### config.mk
export PLATFORM = sky130hd
export DESIGN_NAME = seg7_scanner
export DESIGN_NICKNAME = d
export VERILOG_FILES = /design/src/rtl/seg7_pkg.sv /design/src/rtl/seg7_decoder.sv /design/src/rtl/seg7_scanner.sv
export SDC_FILE = /design/constraint.sdc
export NUM_CORES = 1
export LEC_CHECK = 0
export ABC_CLOCK_PERIOD_IN_PS = 3300
export CAP_MARGIN = 20
export CORE_ASPECT_RATIO = 1.5
export CORE_MARGIN = 10
export CORE_UTILIZATION = 56
export CTS_CLUSTER_SIZE = 25
export DETAILED_ROUTE_END_ITERATION = 16
export PLACE_DENSITY = 0.8
export SKIP_LAST_GASP = 1
export SYNTH_ARGS = -nofsm -noshare
export SYNTH_HDL_FRONTEND = slang
export SYNTH_SLANG_ARGS = --single-unit
### constraint.sdc
create_clock -name clk -period 3.3 [get_ports clk]
set_clock_uncertainty 0.2 [all_clocks]
set_input_delay 0.66 -clock clk [delete_from_list [all_inputs] [get_ports clk]]
set_output_delay 0.66 -clock clk [all_outputs]
set_load 0.01 [all_outputs]
### src/rtl/seg7_pkg.sv
`default_nettype none
// ============================================================================
// Package   : seg7_pkg
// Purpose   : Shared constants, scan-state encoding and timer sizing helper
//             for the multiplexed seven-segment scanner.
// Revision  : 1.0 - initial release
// ============================================================================
package seg7_pkg;

    // All segments dark, decimal point dark (active-low outputs)
    localparam logic [7:0] SEG_OFF = 8'hFF;

    // Position of the decimal point inside the segment byte
    localparam int DP_BIT = 7;

    // Scan phases: dark gap between digits, then one digit lit
    typedef enum logic [0:0] {
        S_BLANK  = 1'b0,
        S_ACTIVE = 1'b1
    } scan_state_t;

    // Bits needed for a timer that counts 0..max(dwell,blank)-1
    function automatic int timer_width(input int dwell, input int blank);
        int longest;
        longest = (dwell > blank) ? dwell : blank;
        return (longest > 1) ? $clog2(longest) : 1;
    endfunction

endpackage
`default_nettype wire

### src/rtl/seg7_decoder.sv
`default_nettype none
// ============================================================================
// Module    : seg7_decoder
// Purpose   : Hex nibble to active-low seven-segment pattern, dp left dark.
//             Bit order: bit7 = dp, bits 6..0 = g..a.
// Revision  : 1.0 - initial release
// ============================================================================
module seg7_decoder (
    input  logic [3:0] nibble,
    output logic [7:0] seg
);

    // Pure lookup of the glyph for each hex value
    always_comb begin
        seg = 8'hFF;
        case (nibble)
            4'h0: seg = 8'hC0;
            4'h1: seg = 8'hF9;
            4'h2: seg = 8'hA4;
            4'h3: seg = 8'hB0;
            4'h4: seg = 8'h99;
            4'h5: seg = 8'h92;
            4'h6: seg = 8'h82;
            4'h7: seg = 8'hF8;
            4'h8: seg = 8'h80;
            4'h9: seg = 8'h90;
            4'hA: seg = 8'h88;
            4'hB: seg = 8'h83;
            4'hC: seg = 8'hC6;
            4'hD: seg = 8'hA1;
            4'hE: seg = 8'h86;
            4'hF: seg = 8'h8E;
            default: seg = 8'hFF;
        endcase
    end

endmodule
`default_nettype wire

### src/rtl/seg7_scanner.sv
`default_nettype none
// ============================================================================
// Module    : seg7_scanner
// Purpose   : Time-multiplexed seven-segment display scanner with a dark gap
//             between digits, frame-atomic display updates through a pending
//             register, per-digit dp/blank and leading-zero suppression.
// Revision  : 1.0 - initial release
// ============================================================================
module seg7_scanner
    import seg7_pkg::*;
#(
    parameter int NUM_DIGITS   = 8,
    parameter int DWELL_CYCLES = 50000,
    parameter int BLANK_CYCLES = 500
) (
    input  logic                    clk,
    input  logic                    rst_n,
    input  logic                    in_valid,
    output logic                    in_ready,
    input  logic [4*NUM_DIGITS-1:0] in_data,
    input  logic [NUM_DIGITS-1:0]   in_dp,
    input  logic [NUM_DIGITS-1:0]   in_blank,
    input  logic                    lz_suppress,
    output logic [7:0]              seg7,
    output logic [NUM_DIGITS-1:0]   an,
    output logic                    frame_done
);

    localparam int TW = timer_width(DWELL_CYCLES, BLANK_CYCLES);
    localparam int IW = $clog2(NUM_DIGITS);

    localparam logic [TW-1:0] DWELL_LAST = TW'(DWELL_CYCLES - 1);
    localparam logic [TW-1:0] BLANK_LAST = TW'(BLANK_CYCLES - 1);
    localparam logic [IW-1:0] IDX_LAST   = IW'(NUM_DIGITS - 1);

    scan_state_t             state;
    scan_state_t             state_nx;
    logic [TW-1:0]           timer;
    logic [TW-1:0]           timer_nx;
    logic [IW-1:0]           idx;
    logic [IW-1:0]           idx_nx;
    logic                    frame_wrap;

    logic                    pending_valid;
    logic [4*NUM_DIGITS-1:0] pend_data;
    logic [NUM_DIGITS-1:0]   pend_dp;
    logic [NUM_DIGITS-1:0]   pend_blank;

    logic [4*NUM_DIGITS-1:0] disp_data;
    logic [NUM_DIGITS-1:0]   disp_dp;
    logic [NUM_DIGITS-1:0]   disp_blank;

    logic                    accept;
    logic [NUM_DIGITS-1:0]   lz_hide;
    logic [3:0]              cur_nibble;
    logic [7:0]              dec_seg;
    logic [7:0]              lit_seg;

    // A value accepted in the wrap cycle replaces the one being promoted
    assign in_ready   = !pending_valid || frame_wrap;
    assign accept     = in_valid && in_ready;
    assign frame_done = frame_wrap;

    // Scan state, phase timer and digit index registers
    always_ff @(posedge clk or negedge rst_n) begin
        if (!rst_n) begin
            state <= S_BLANK;
            timer <= '0;
            idx   <= '0;
        end else begin
            state <= state_nx;
            timer <= timer_nx;
            idx   <= idx_nx;
        end
    end

    // Next-state logic: dark gap, then dwell, then advance to the next digit
    always_comb begin
        state_nx   = state;
        timer_nx   = timer + 1'b1;
        idx_nx     = idx;
        frame_wrap = 1'b0;
        case (state)
            S_BLANK: begin
                if (timer == BLANK_LAST) begin
                    state_nx = S_ACTIVE;
                    timer_nx = '0;
                end
            end
            S_ACTIVE: begin
                if (timer == DWELL_LAST) begin
                    state_nx = S_BLANK;
                    timer_nx = '0;
                    if (idx == IDX_LAST) begin
                        idx_nx     = '0;
                        frame_wrap = 1'b1;
                    end else begin
                        idx_nx = idx + 1'b1;
                    end
                end
            end
            default: begin
                state_nx = S_BLANK;
                timer_nx = '0;
                idx_nx   = '0;
            end
        endcase
    end

    // Pending capture on handshake; promotion to the display only at frame wrap
    always_ff @(posedge clk or negedge rst_n) begin
        if (!rst_n) begin
            pending_valid <= 1'b0;
            pend_data     <= '0;
            pend_dp       <= '0;
            pend_blank    <= '0;
            disp_data     <= '0;
            disp_dp       <= '0;
            disp_blank    <= '1;
        end else begin
            if (frame_wrap && pending_valid) begin
                disp_data  <= pend_data;
                disp_dp    <= pend_dp;
                disp_blank <= pend_blank;
            end
            if (accept) begin
                pend_data     <= in_data;
                pend_dp       <= in_dp;
                pend_blank    <= in_blank;
                pending_valid <= 1'b1;
            end else if (frame_wrap) begin
                pending_valid <= 1'b0;
            end
        end
    end

    // Digit k is a leading zero when it and every digit left of it are zero
    always_comb begin
        logic zero_run;
        zero_run = 1'b1;
        lz_hide  = '0;
        for (int k = NUM_DIGITS - 1; k >= 1; k--) begin
            zero_run   = zero_run && (disp_data[4*k +: 4] == 4'h0);
            lz_hide[k] = zero_run;
        end
    end

    assign cur_nibble = disp_data[4*int'(idx) +: 4];

    seg7_decoder u_decoder (
        .nibble (cur_nibble),
        .seg    (dec_seg)
    );

    // Segment pattern for the digit currently selected by idx
    always_comb begin
        lit_seg = dec_seg;
        lit_seg[DP_BIT] = ~disp_dp[idx];
        if (disp_blank[idx]) begin
            lit_seg = SEG_OFF;
        end else if (lz_suppress && lz_hide[idx]) begin
            lit_seg = SEG_OFF;
            lit_seg[DP_BIT] = ~disp_dp[idx];
        end
    end

    // Registered drivers follow the upcoming state so an/seg7 switch with it;
    // idx never changes on an edge that enters or stays in S_ACTIVE.
    always_ff @(posedge clk or negedge rst_n) begin
        if (!rst_n) begin
            an   <= '1;
            seg7 <= SEG_OFF;
        end else if (state_nx == S_ACTIVE) begin
            an   <= ~(NUM_DIGITS'(1) << idx);
            seg7 <= lit_seg;
        end else begin
            an   <= '1;
            seg7 <= SEG_OFF;
        end
    end

endmodule
`default_nettype wire

# After elaboration in Yosys (flattened, before gate mapping)
# Memory sizes are Yosys's and may differ from the RTL's.
# Index checks and enable logic that the tools add are counted.
[op_classes]
magnitude_cmp = 1
addsub = 2
n_bitwise = 3
reduce_logical = 20
eq_ne = 3
shift = 2
muxes = 22
[op_table]
columns = ["op", "n"]
rows = [
  ["2-to-1 mux 16 bit", 2],
  ["one-hot mux 16 bit (2 select lines)", 1],
  ["variable part select 32 x 6 -> 4 bit", 1],
  ["logical NOT 4 bit", 7],
  ["2-to-1 mux 8 bit", 3],
  ["adder 16 x 1 -> 16 bit, second input constant", 1],
  ["equality test 16 bit, second input constant", 1],
  ["equality test 16 x 9 -> 1 bit, second input constant", 1],
  ["2-to-1 mux 1 bit", 10],
  ["binary-select mux 1 bit (select 3 bit)", 3],
  ["logical AND 1 bit", 9],
  ["NOT 8 bit", 1],
  ["left shift 1 x 3 -> 8 bit, first input constant", 1],
  ["2-to-1 mux 7 bit", 1],
  ["< comparator 3 x 4 -> 1 bit, second input constant", 1],
  ["adder 3 x 1 -> 3 bit, second input constant", 1],
  ["equality test 3 bit, second input constant", 1],
  ["2-to-1 mux 3 bit", 1],
  ["NOT 1 bit", 2],
  ["one-hot mux 1 bit (2 select lines)", 1],
  ["AND reduction 2 bit", 1],
  ["nonzero test 2 bit", 1],
  ["logical NOT 1 bit", 1],
  ["logical OR 1 bit", 1],
]
[word_totals]
input_bits = 52
out_inout_bits = 18
reg_bits = 133
n_memories = 1
elab_cells = 66
romBits = 112
[mem_list]
columns = ["name", "words", "width", "read_ports", "rd_ports_with_merged_regs", "write_ports", "line", "source"]
rows = [
  ["(name not given)", 16, 7, 1, 0, 0, "seg7_decoder.sv:16", "case (nibble)"],
]

# Logic depth before layout (Yosys ltp)
[logic_depth]
depth_word = 13
depth_mapped = 11
ltp_nobuf = 9

# Cells and area by module
# From an unflattened synthesis, not the netlist that was laid out.
[hier_totals]
cells_unflattened = 424
area_unflattened_um2 = 5993.2
[by_module_without_submodules]
columns = ["mod", "instances", "area_each_um2", "seq_area_each_um2", "cells_each"]
rows = [
  ["seg7_scanner", 1, 5706.7, 3358.2, 390],
  ["seg7_decoder", 1, 286.5, 0.0, 34],
]

# Worst setup path after synthesis
# OpenSTA, ideal clock, no wires.
[synth_timing]
path_kind = "reg-to-reg"
startpoint = "register idx[0]"
endpoint = "register seg7[3]"
t_arrival_ns = 2.404
required_ns = 3.038
stages_incl_launch_ff = 12
path_buffers = 2
setup_slack_ns = 0.634
setup_time_ns = 0.062
period_less_slack_ns = 2.666
cell_sequence = "dfrtp_1 > clkbuf_1 > buf_2 > mux4_2 > mux2_2 > inv_1 > ha_1 > inv_1 > nand2_1 > o21ai_0 > o21ai_0 > nand2_1"
[synth_between]
elab_chain_cells = 6
word_cells_on_any_way = 10
cone_classes = "shift (1); mux (7); reduce/logical (1); memory (1)"
[synth_lines]
columns = ["item", "line", "source"]
rows = [
  ["start, declared", "seg7_scanner.sv:40", "logic [IW-1:0] idx;"],
  ["start signal, assigned", "seg7_scanner.sv:73", "idx <= idx_nx;"],
  ["branches (longest 4 deep; another with memory (16 x 7 bit))", "--", ""],
  ["2-to-1 mux 8 bit *", "seg7_scanner.sv:159", "if (disp_blank[idx]) begin"],
  ["2-to-1 mux 8 bit *", "seg7_scanner.sv:173", "end else if (state_nx == S_ACTIVE) begin"],
  ["end signal, assigned", "seg7_scanner.sv:175", "seg7 <= lit_seg;"],
  ["end, declared", "seg7_scanner.sv:24", "output logic [7:0] seg7,"],
]
# Mark *: on every way between the ends. The select of a mux whose other input is x is not followed.
# A chain may end at the register's enable or synchronous reset.

# Worst setup path in the final report
[layout_timing]
startpoint = "register timer[0]"
endpoint = "output in_ready"
[layout_between]
elab_chain_cells = 4
[layout_lines]
columns = ["item", "line", "source"]
rows = [
  ["start, declared", "seg7_scanner.sv:38", "logic [TW-1:0] timer;"],
  ["start signal, assigned", "seg7_scanner.sv:72", "timer <= timer_nx;"],
  ["equality test 16 bit", "seg7_scanner.sv:91", "if (timer == DWELL_LAST) begin"],
  ["2-to-1 mux 1 bit", "seg7_scanner.sv:91", ""],
  ["2-to-1 mux 1 bit", "seg7_scanner.sv:83", "case (state)"],
  ["logical OR 1 bit", "seg7_scanner.sv:60", "assign in_ready = !pending_valid || frame_wrap;"],
  ["end, declared", "seg7_scanner.sv:19", "output logic in_ready,"],
]
# No other way between the ends.

==> impl_metrics.json <==
{
  "cts_tree": "yes",
  "antenna_found_initial": 0,
  "cts.clk_slew.worst_paths_ns": 0.06,
  "grt_pass1_wl_um": 20000,
  "worstPathArrival_ns": 2.24,
  "layout_common_cells": "dfrtp_1, mux2_2, clkdlybuf4s50_1, dfstp_2, nand2_1",
  "drt_wl_total_um": 11500,
  "synth_cells": 416,
  "fin_nets": 558,
  "timing.slew.headroom": 0.490,
  "area_delta_synth_final_pct": 24.9,
  "syn_area_per_cell_um2": 14.2,
  "gp_congestion": 0.804,
  "synth.top_cells.by_area": "dfrtp_1, mux2_2, dfstp_2",
  "die_area_um2": 15100,
  "worstSetupStartpointType": "flip-flop",
  "crit_path_end_kind": "output pin",
  "synthArstFlopShare": 1.00,
  "p_per_area_nw_per_um2": 498,
  "finalMaxSlewViolations": 0,
  "cap_violations": 0,
  "cts_max_level": 4,
  "clk_latency_ns": 0.41,
  "ys_types": 43,
  "port_buffers": 69,
  "peakVddDrop_v": 0.000402,
  "vias": 3572,
  "yosysTopAreaCellShare": 0.462,
  "die_h_um": 146,
  "required_ns": 2.44,
  "period_share": 0.938,
  "pin_count": 70,
  "synth_top_area_cell": "dfrtp_1",
  "wl_met2_um": 6170,
  "crit_type": "reg -> out",
  "wl_met1_um": 4550,
  "syn_nets": 481,
  "hold_class": "in -> async",
  "track_usage": 0.162,
  "worst_pin_slew_ns": 0.744,
  "top_layer": "met4",
  "crit_fanout": 7,
  "ys_warn_count": 0,
  "drc": 0,
  "initial_core_util": 0.579,
  "fin_ws_ns": 0.204,
  "vias_per_cell": 5.52,
  "stdcell_area_um2": 7360,
  "rows": 45,
  "routed-wl-met3_um": 525,
  "die_w_um": 104,
  "final_common_cell": "dfrtp_1",
  "cts_sinks": 133,
  "setup_violations": 0,
  "place_area_um2": 6740,
  "status": "complete, no violations",
  "post_cts_buffers": 0,
  "drt_iter0_drc": 245,
  "insertedDiodeCount": 0,
  "grt_pass1_vias": 4023,
  "cts_buffers": 17,
  "dpl.hpwl_um": 8190,
  "core_area_um2": 10200,
  "period_needed_ns": 3.10,
  "gr-total-overflow": 0,
  "dr.pass1.iters": 4,
  "place_ws_ns": 0.376,
  "grt_max_degree": 81,
  "rsz0062_at_grt": "false",
  "ys_ff_latch": 133,
  "leakagePower_nw": 3.53,
  "synth-edff-count": 0,
  "drive_gt1_frac": 0.354,
  "finalHoldViolCount": 0,
  "cts_max_path_buffers": 2,
  "top_regs": "disp_data (32), pend_data (32), timer (16)",
  "drt.antenna.violating_nets": 0,
  "synth-main-ff-cell": "dfrtp_1",
  "syn_area_um2": 5900,
  "synth.yosys.seq_area_share": 0.569,
  "fin_setup_tns_ns": 0,
  "root_buffer": "clkbuf_16",
  "fmax_mhz": 323,
  "wl_per_cell_um": 17.8
}
==> routing by layer <==
layer | GRT usage | up-vias
met4 | 0.0719 | 0
met1 | 0.180 | 1806
met2 | 0.278 | 94
li1 | - | 1648
met3 | 0.0491 | 24
met5 | 0 | -
==> critical path, stage by stage, from the launching register on <==
cell and delay (ns):
dfrtp_1 0.38, ha_1 0.23, nand4_1 0.23, or3_4 0.49, o21ai_4 0.18, dlygate4sd2_1 0.31
==> cell usage after synthesis (all sizes together) (2+ instances only) <==
| library cell | instances |
|---|---|
| dfrtp | 109 |
| mux2 | 97 |
| dfstp | 24 |
| nand2 | 24 |
| nor2 | 19 |
| ha | 13 |
| nand3 | 13 |
| buf | 12 |
| mux4 | 12 |
| inv | 11 |
| o21ai | 10 |
| nor4 | 9 |
| xnor2 | 9 |
| clkbuf | 7 |
| mux2i | 5 |
| xor2 | 5 |
| nand4 | 4 |
| a21oi | 3 |
| and3 | 3 |
| nand2b | 3 |
| nor3 | 3 |
| o211ai | 3 |
| o221ai | 3 |
| and2 | 2 |
==> path summary, 6_finish.rpt <==
kind	from	to	slack, ns	cells past startpoint
max	timer[0]	in_ready	0.20	5
min reg2reg	timer[0]	timer[0]	0.29	1
max reg2reg	timer[0]	pend_blank[6]	0.45	7
max in group asynchronous	rst_n	pend_data[30]	2.27	2
min in group clk	timer[0]	timer[0]	0.29	1
min	rst_n	timer[9]	0.06	2
==> logic make-up after synthesis <==
| logic type | after synthesis | synth area share |
|---|---|---|
| simple gates | 87 | 0.0749 |
| compound gates | 24 | 0.0278 |
| fa+ha+maj | 13 | 0.0276 |
| buf+inv | 31 | 0.0274 |
| flops | 133 | 0.569 |
| mux | 114 | 0.252 |
| xor+xnor | 14 | 0.0208 |
==> cell type report <==
type	instances	area, um2
tap	141	176
timing repair buffer	77	772
fill	666	2830
inverter	12	45.0
sequential	133	3360
multi-input combinational	252	2390
clock inverter	8	121
clock buffer	24	502
==> power breakdown <==
part	switching [mW]	internal, mW
Sequential	0	1.63
Combinational	0.0397	0.0564
Clock	0.649	1.29
Total	0.689	2.98
==> timing repair <==
item	in CTS	in global routing
setup endpoints to repair	1	1
pin swaps	0	0
hold endpoints to repair	0	0
resized for setup	1	1
hold buffers	0	0
==> through the flow <==
stage                     utilization  std cells  total power [mW]  hold WS (ns)
after global placement          0.661        615              1.76         0.266
after detailed placement        0.661        615              1.76         0.290
after floorplan                     -        416              1.66         0.164
final                           0.723        647              3.67        0.0615
after global routing            0.723        647              3.78        0.0955
after CTS                       0.722        647              3.69        0.0789
(Power assumes the default switching activity.)
